[config.mk]
export PLATFORM = sky130hd
export DESIGN_NAME = mul_div_unit
export DESIGN_NICKNAME = d
export VERILOG_FILES = /design/src/rtl/mul_div_unit.sv
export SDC_FILE = /design/constraint.sdc
export NUM_CORES = 1
export LEC_CHECK = 0
export BUFFER_PORTS_ARGS = -buffer_cell sky130_fd_sc_hd__buf_2
export CORE_ASPECT_RATIO = 0.5
export CORE_MARGIN = 10
export CORE_UTILIZATION = 29
export CTS_BUF_LIST = sky130_fd_sc_hd__clkbuf_8
export DETAILED_ROUTE_END_ITERATION = 7
export PLACE_DENSITY_LB_ADDON = 0.15
export SETUP_SLACK_MARGIN = 0.2
export SLEW_MARGIN = 20
export SYNTH_ARGS = -nofsm -noshare
export SYNTH_HDL_FRONTEND = slang
export SYNTH_SLANG_ARGS = --single-unit
[constraint.sdc]
create_clock -name clock -period 4.2 [get_ports clock]
set_input_delay 0.21 -clock clock [delete_from_list [all_inputs] [get_ports clock]]
set_output_delay 0.21 -clock clock [all_outputs]
set_load 0.02 [all_outputs]
[src/rtl/mul_div_unit.sv]
// Multi-cycle signed multiply/divide unit: radix-2 Booth multiply and restoring divide,
// fixed 34-cycle latency. Divider present only when MULDIV_DIV_EN is defined.
module mul_div_unit #(
    parameter int WIDTH = 32
) (
    input  logic             clock,
    input  logic             clear,
    input  logic [WIDTH-1:0] RY,
    input  logic [WIDTH-1:0] BUSin,
    input  logic             MUL,
    input  logic             DIV,
    output logic             busy,
    output logic             done,
    output logic [WIDTH-1:0] ZHIGH,
    output logic [WIDTH-1:0] ZLOW,
    output logic             div_zero
);

    typedef enum logic [1:0] {S_IDLE = 2'd0, S_RUN = 2'd1, S_FIX = 2'd2} state_t;
    localparam int CW = $clog2(WIDTH);

    state_t           r_state;
    logic [CW-1:0]    r_cnt;
    logic             r_fix_ph;
    logic [WIDTH:0]   r_a;
    logic [WIDTH:0]   r_m;
    logic [WIDTH-1:0] r_q;
    logic             r_q1;
    logic             r_busy;
    logic             r_done;
    logic [WIDTH-1:0] r_zhigh;
    logic [WIDTH-1:0] r_zlow;
    logic             w_start;
    logic             w_can_start;
    logic [WIDTH:0]   w_booth_a;

`ifdef MULDIV_DIV_EN
    logic             r_is_div;
    logic             r_neg_q;
    logic             r_neg_r;
    logic             r_dz;
    logic             r_div_zero;
    logic [WIDTH-1:0] r_dividend;
    logic [WIDTH-1:0] w_ry_abs;
    logic [WIDTH-1:0] w_bus_abs;
    logic [WIDTH:0]   w_rem_sh;
    logic [WIDTH:0]   w_trial;

    assign w_start   = MUL | DIV;
    assign w_ry_abs  = RY[WIDTH-1] ? -RY : RY;
    assign w_bus_abs = BUSin[WIDTH-1] ? -BUSin : BUSin;
    assign w_rem_sh  = {r_a[WIDTH-1:0], r_q[WIDTH-1]};
    assign w_trial   = w_rem_sh - r_m;
    assign div_zero  = r_div_zero;
`else
    logic w_unused_div;
    assign w_start      = MUL;
    assign div_zero     = 1'b0;
    assign w_unused_div = DIV;
`endif

    assign busy  = r_busy;
    assign done  = r_done;
    assign ZHIGH = r_zhigh;
    assign ZLOW  = r_zlow;

    // FIX takes two cycles: sign correction, then the result write (which may also accept a start).
    assign w_can_start = (r_state == S_IDLE) || ((r_state == S_FIX) && r_fix_ph);

    always_comb begin
        w_booth_a = r_a;
        case ({r_q[0], r_q1})
            2'b01:   w_booth_a = r_a + r_m;
            2'b10:   w_booth_a = r_a - r_m;
            default: w_booth_a = r_a;
        endcase
    end

    always_ff @(posedge clock) begin
        if (!clear) begin
            r_state  <= S_IDLE;
            r_cnt    <= '0;
            r_fix_ph <= 1'b0;
            r_a      <= '0;
            r_m      <= '0;
            r_q      <= '0;
            r_q1     <= 1'b0;
            r_busy   <= 1'b0;
            r_done   <= 1'b0;
            r_zhigh  <= '0;
            r_zlow   <= '0;
`ifdef MULDIV_DIV_EN
            r_is_div   <= 1'b0;
            r_neg_q    <= 1'b0;
            r_neg_r    <= 1'b0;
            r_dz       <= 1'b0;
            r_div_zero <= 1'b0;
            r_dividend <= '0;
`endif
        end else begin
            r_done <= 1'b0;
            case (r_state)
                S_RUN: begin
                    r_cnt <= r_cnt + 1'b1;
                    if (r_cnt == '1) begin
                        r_state  <= S_FIX;
                        r_fix_ph <= 1'b0;
                    end
`ifdef MULDIV_DIV_EN
                    if (r_is_div) begin
                        if (!w_trial[WIDTH]) begin
                            r_a <= w_trial;
                            r_q <= {r_q[WIDTH-2:0], 1'b1};
                        end else begin
                            r_a <= w_rem_sh;
                            r_q <= {r_q[WIDTH-2:0], 1'b0};
                        end
                    end else
`endif
                    begin
                        r_a  <= {w_booth_a[WIDTH], w_booth_a[WIDTH:1]};
                        r_q  <= {w_booth_a[0], r_q[WIDTH-1:1]};
                        r_q1 <= r_q[0];
                    end
                end
                S_FIX: begin
                    if (!r_fix_ph) begin
                        r_fix_ph <= 1'b1;
`ifdef MULDIV_DIV_EN
                        if (r_is_div) begin
                            if (r_dz) begin
                                r_q <= '1;
                                r_a <= {1'b0, r_dividend};
                            end else begin
                                if (r_neg_q) r_q <= -r_q;
                                if (r_neg_r) r_a <= {1'b0, -r_a[WIDTH-1:0]};
                            end
                        end
`endif
                    end else begin
                        r_zhigh <= r_a[WIDTH-1:0];
                        r_zlow  <= r_q;
                        r_done  <= 1'b1;
                        r_busy  <= 1'b0;
                        r_state <= S_IDLE;
`ifdef MULDIV_DIV_EN
                        r_div_zero <= r_is_div & r_dz;
`endif
                    end
                end
                default: ;
            endcase

            if (w_start && w_can_start) begin
                r_state <= S_RUN;
                r_busy  <= 1'b1;
                r_cnt   <= '0;
                r_a     <= '0;
                r_q1    <= 1'b0;
`ifdef MULDIV_DIV_EN
                r_is_div   <= !MUL;
                r_dz       <= (BUSin == '0);
                r_dividend <= RY;
                r_neg_q    <= RY[WIDTH-1] ^ BUSin[WIDTH-1];
                r_neg_r    <= RY[WIDTH-1];
                r_div_zero <= 1'b0;
                if (MUL) begin
                    r_m <= {RY[WIDTH-1], RY};
                    r_q <= BUSin;
                end else begin
                    r_m <= {1'b0, w_bus_abs};
                    r_q <= w_ry_abs;
                end
`else
                r_m <= {RY[WIDTH-1], RY};
                r_q <= BUSin;
`endif
            end
        end
    end

endmodule

# Yosys cells after proc, flatten, opt, wreduce, memory -nomap -nowiden
# Index checks and enable logic that the tools add are counted.
# totals
in_bits	68
ff_bits	171
wordCells	54
out_inout_bits	67
# op_classes
n_reduce_logical	16
n_eq_ne	9
n_bitwise	1
n_addsub	3
mux	13
# ops
operator	n
$pmux W33 S2	1
$mux W32	2
$add A32 B32 Y33	1
$sub A32 B32 Y33	1
$reduce_and A2 Y1	4
$reduce_bool A2 Y1	4
$mux W1	6
$reduce_and A3 Y1	2
$add A5 B1 Y5 const B	1
$eq A5 B5 Y1 const B	1
$eq A2 B1 Y1 const B	2
$eq A2 B2 Y1 const B	2
$mux W2	2
$ne A2 B2 Y1 const B	2
$pmux W2 S2	1
$ne A3 B2 Y1 const B	1
$ne A3 B3 Y1 const B	1
$reduce_bool A3 Y1	1
$logic_and A1 B1 Y1	2
$logic_not A2 Y1	1
$pmux W1 S2	1
$reduce_or A2 Y1	1
$logic_or A1 B1 Y1	1
$not A1 Y1	1

# Longest topological paths before layout
# logic_depth
depth_word	6
mapped_depth	18
mapped_depth_nobuf	17

# Worst setup path before layout
# Ideal clock, no wire load.
# synth_path
path_kind	reg2reg
startpoint	reg r_m[2]
endpoint	reg, netlist name r_a[31]
setup_ps	73
path_stages_with_launch	18
synth_period_minus_slack_ps	3924
required_time_ps	4127
path_slack_ps	276
path_buffers	0
t_arrival_ps	3850
path_cell_list	dfxtp_1 > or3_1 > nor4_1 > and2_2 > nand3b_1 > nor4_1 > nor2_1 > xnor2_1 > ha_1 > a21o_1 > a21o_1 > a21oi_1 > o21ai_0 > nor3_1 > a22oi_1 > and4_2 > o31a_2 > nor3_2
# synth_via
elab_chain_len	2
word_cells_on_any_way	3
classes_between	2 x add/sub; 1 x mux
# synth_lines
item	line_no	source
start: declaration	26	logic [WIDTH:0] r_m;
start signal: assignment	175	r_m <= {RY[WIDTH-1], RY};
$sub A32 B32 Y33 / $add A32 B32 Y33 (equally long branches)	74, 73	
$pmux W33 S2 (*)	72	case ({r_q[0], r_q1})
# Mark *: on every way between the ends. The rest lies on a longest branch, timed or not.
# A chain may end at the register's enable or synchronous reset.

# Worst setup path in the final report
# layout_path
startpoint	reg r_m[7]
endpoint	reg, netlist name r_a[31]
# layout_via
elab_chain_len	2
word_cells_on_any_way	3
classes_between	2 x add/sub; 1 x mux
# layout_lines
item	line_no
$sub A32 B32 Y33 / $add A32 B32 Y33 (equally long branches)	74, 73
$pmux W33 S2 (*)	72
# Marked as above.

==> impl_metrics.json <==
{
  "clkSinkCount": 171,
  "cp.required_ns": 4.62,
  "maxCapViolations": 0,
  "io_pins": 135,
  "nets": 1486,
  "antenna_found_initial": 0,
  "viasPerCell": 4.89,
  "initialDrtViolationCount": 454,
  "synthTopCellsByArea": "dfxtp_1 39%, nand2_1 12%, a21oi_1 12%, ha_1 5.1%, xnor2_1 4.5%",
  "finClkSkew_ns": 0.0159,
  "wl_per_cell_um": 15.6,
  "ys_ff_latch": 171,
  "coreArea_mm2": 0.0301,
  "ant_nets": 0,
  "fin_total_pwr_mw": 4.13,
  "fin_setup_tns_ns": 0,
  "drc_errors": 0,
  "crit_start": "r_m[7]",
  "grt_pass1_vias": 8303,
  "power_density_mw_per_mm2": 358,
  "start_kind": "flip-flop",
  "grt_pass1_wl_mm": 44.3,
  "path_class": "reg -> reg",
  "relSlewSlack": 0.251,
  "syn_area_mm2": 0.00881,
  "crit_path_max_fanout": 3,
  "insertion_delay_ns": 0.50,
  "hold_viol_final": 0,
  "layout-drive-gt1-share": 0.220,
  "htree_levels": 4,
  "rr_startpoint": "r_m[7]",
  "min_to": "r_a[27]",
  "synth_edf_count": 0,
  "fp.dieH_um": 143,
  "grt_max_degree": 83,
  "worstMarginPinSlew_ns": 1.12,
  "period_needed_ns": 3.87,
  "setup_ws_ns": 0.333,
  "synthArstFlopShare": 0,
  "hpwl_mm": 19.7,
  "synthCells": 1162,
  "dr.pass1.iters": 5,
  "rsz0062_at_grt": "true",
  "synth_top_area_share": 0.388,
  "area_growth_syn_to_layout_pct": 30.9,
  "vias": 8765,
  "ys_dominant_reg_cell": "dfxtp_1",
  "worst-endpoint-arrival_ns": 4.29,
  "stdcell_area_mm2": 0.0115,
  "gr-usage-all-layers": 0.144,
  "seq_area_frac_synth": 0.388,
  "place_ws_ns": 0.00343,
  "cts_made_buffers": 17,
  "grt_overflow": 0,
  "fin_crit_sh": 0.921,
  "antenna_cells": 0,
  "r2r_end": "r_a[31]",
  "yosysWarnings": 0,
  "hp-class": "in -> reg",
  "rr_worst_depth": 17,
  "hold_depth": 4,
  "r2r_slack_ns": 0.33,
  "timing.fmax_ghz": 0.259,
  "clockBufferDepth": 2,
  "power_leakage_nw": 4.61,
  "port_buffers": 132,
  "dieArea_mm2": 0.0382,
  "yosysTopAreaCell": "dfxtp_1",
  "path_clk_slew_ns": 0.11,
  "routabilityCongestion": 0.871,
  "routed_wl_mm": 27.9,
  "end_kind": "flip-flop",
  "avgSynthCellArea_um2": 7.59,
  "num_rows": 45,
  "slew_violations": 0,
  "cts_tree": "yes",
  "status": "finished clean",
  "dpl_cell_area_mm2": 0.0102,
  "min-delay-start": "MUL",
  "synth_cell_types": 65,
  "start_util": 0.293,
  "finalSetupViolCount": 0,
  "ctsRootBufferMaster": "clkbuf_8",
  "syn_nets": 1267,
  "ir_drop_uv": 134,
  "die_x_um": 267
}
[registers in the layout, indices dropped and copies added, names as in the netlist]
register,flops
done,1
ZLOW,32
busy,1
r_cnt,5
r_a,32
r_fix_ph,1
r_q,32
r_m,32
ZHIGH,32
r_state,2
r_q1,1
[synth_stat cells, drive strengths merged, types with 4 or more instances]
library cell,number
nand3,14
nor3b,5
o211ai,16
o31ai,4
ha,36
a21oi,207
inv,18
a211oi,8
buf,10
a311oi,6
nand2,288
o21ai,37
mux2i,4
nor4,7
a31oi,6
o21a,4
o21bai,4
a22oi,31
or3,10
a21o,14
and2,4
nor3,24
nor2,69
nand2b,7
xor2,8
dfxtp,171
xnor2,45
clkbuf,63
[layer usage]
metal | GRT usage | share of wire
met1 | 0.182 | 0.47
met2 | 0.243 | 0.48
met3 | 0.0333 | 0.040
met4 | 0.0369 | 0.010
met5 | 0 | 0
[through the flow]
| step | util | hold slack [ns] | cells |
|---|---|---|---|
| finish | 0.383 | 0.332 | 1793 |
| global route | 0.383 | 0.344 | 1793 |
| global placement | 0.337 | 0.440 | 1680 |
| CTS | 0.376 | 0.305 | 1785 |
| floorplan | - | 0.346 | 1162 |
| detailed placement | 0.337 | 0.444 | 1680 |
[critical path, stage by stage, from the launching register on]
cell and delay [ns]:
dfxtp_4 0.36, or4_4 0.54, nor4_4 0.20, and2_4 0.20, nand3b_1 0.14, nor4_2 0.23
nor2_1 0.09, xnor2_1 0.13, ha_1 0.30, a21o_1 0.19, a21o_1 0.18, a21oi_2 0.17
o21ai_2 0.09, nor3_2 0.25, a22oi_2 0.10, and4_2 0.25, o31a_2 0.29, nor3_2 0.09
[worst max-delay path by stage]
stage | end | slack, ns | depth (start not counted)
after floorplan | r_a[31] | 0.28 | 17
after global placement | r_a[31] | 0.14 | 18
after CTS | r_a[31] | 0.19 | 17
after detailed placement | r_a[31] | 0.003 | 18
after global routing | r_a[31] | 0.12 | 17
final | r_a[31] | 0.33 | 17
[cell usage in the layout, fill, tap and decap left out, types with 5 or more instances in the layout]
cell and instances:
nand3_1 13, buf_2 132, nor3_1 19, xnor2_1 45, a22oi_1 30, inv_1 17, dlygate4sd3_1 64, or3_1 9
ha_1 33, nand2b_1 7, nand2_1 285, nor2_1 65, o211ai_1 16, o21ai_0 30, a211oi_1 7, a21oi_2 13
dfxtp_1 169, a21oi_1 194, a21o_1 14, buf_4 76, o21ai_1 6, a31oi_1 5, xor2_1 8, a311oi_1 6
clkbuf_8 17
[final cells by class]
cell class	instances	area (um2)
clock buffers	17	234
clock inverters	15	158
fillers	3245	18600
inverters	18	70.1
multi-input cells	900	5270
flip-flops and latches	171	3430
well taps	399	499
repair buffers	273	1880
[report_power, final]
| group | leakage, nW | switching (mW) | internal (mW) |
|---|---|---|---|
| Sequential | 1.39 | 0.0755 | 1.68 |
| Clock | 0.190 | 0.693 | 0.489 |
| Combinational | 3.03 | 0.645 | 0.541 |
| Total | 4.61 | 1.41 | 2.71 |
[cells by family after synthesis]
family                     after synthesis  share of synthesized area
and+or+nand+nor                        448                      0.223
other                                    1                   0.000425
adders and majority gates               37                     0.0534
DFF                                    171                      0.388
muxes                                    5                    0.00582
AOI/OAI and AO/OA                      356                      0.237
buffers and inverters                   91                     0.0392
xor gates and xnor gates                53                     0.0527
[what timing repair did]
item / 4_1_cts / 5_1_grt
resized for setup: 17 / 40
hold endpoints to repair: 64 / 0
hold buffers: 64 / 0
endpoints found under the setup margin: 4 / 12
buffers inserted: 9 / 8
gates cloned: 0 / 0
pin swaps: 8 / 26
No activity file was read; power rests on OpenSTA's default activity.
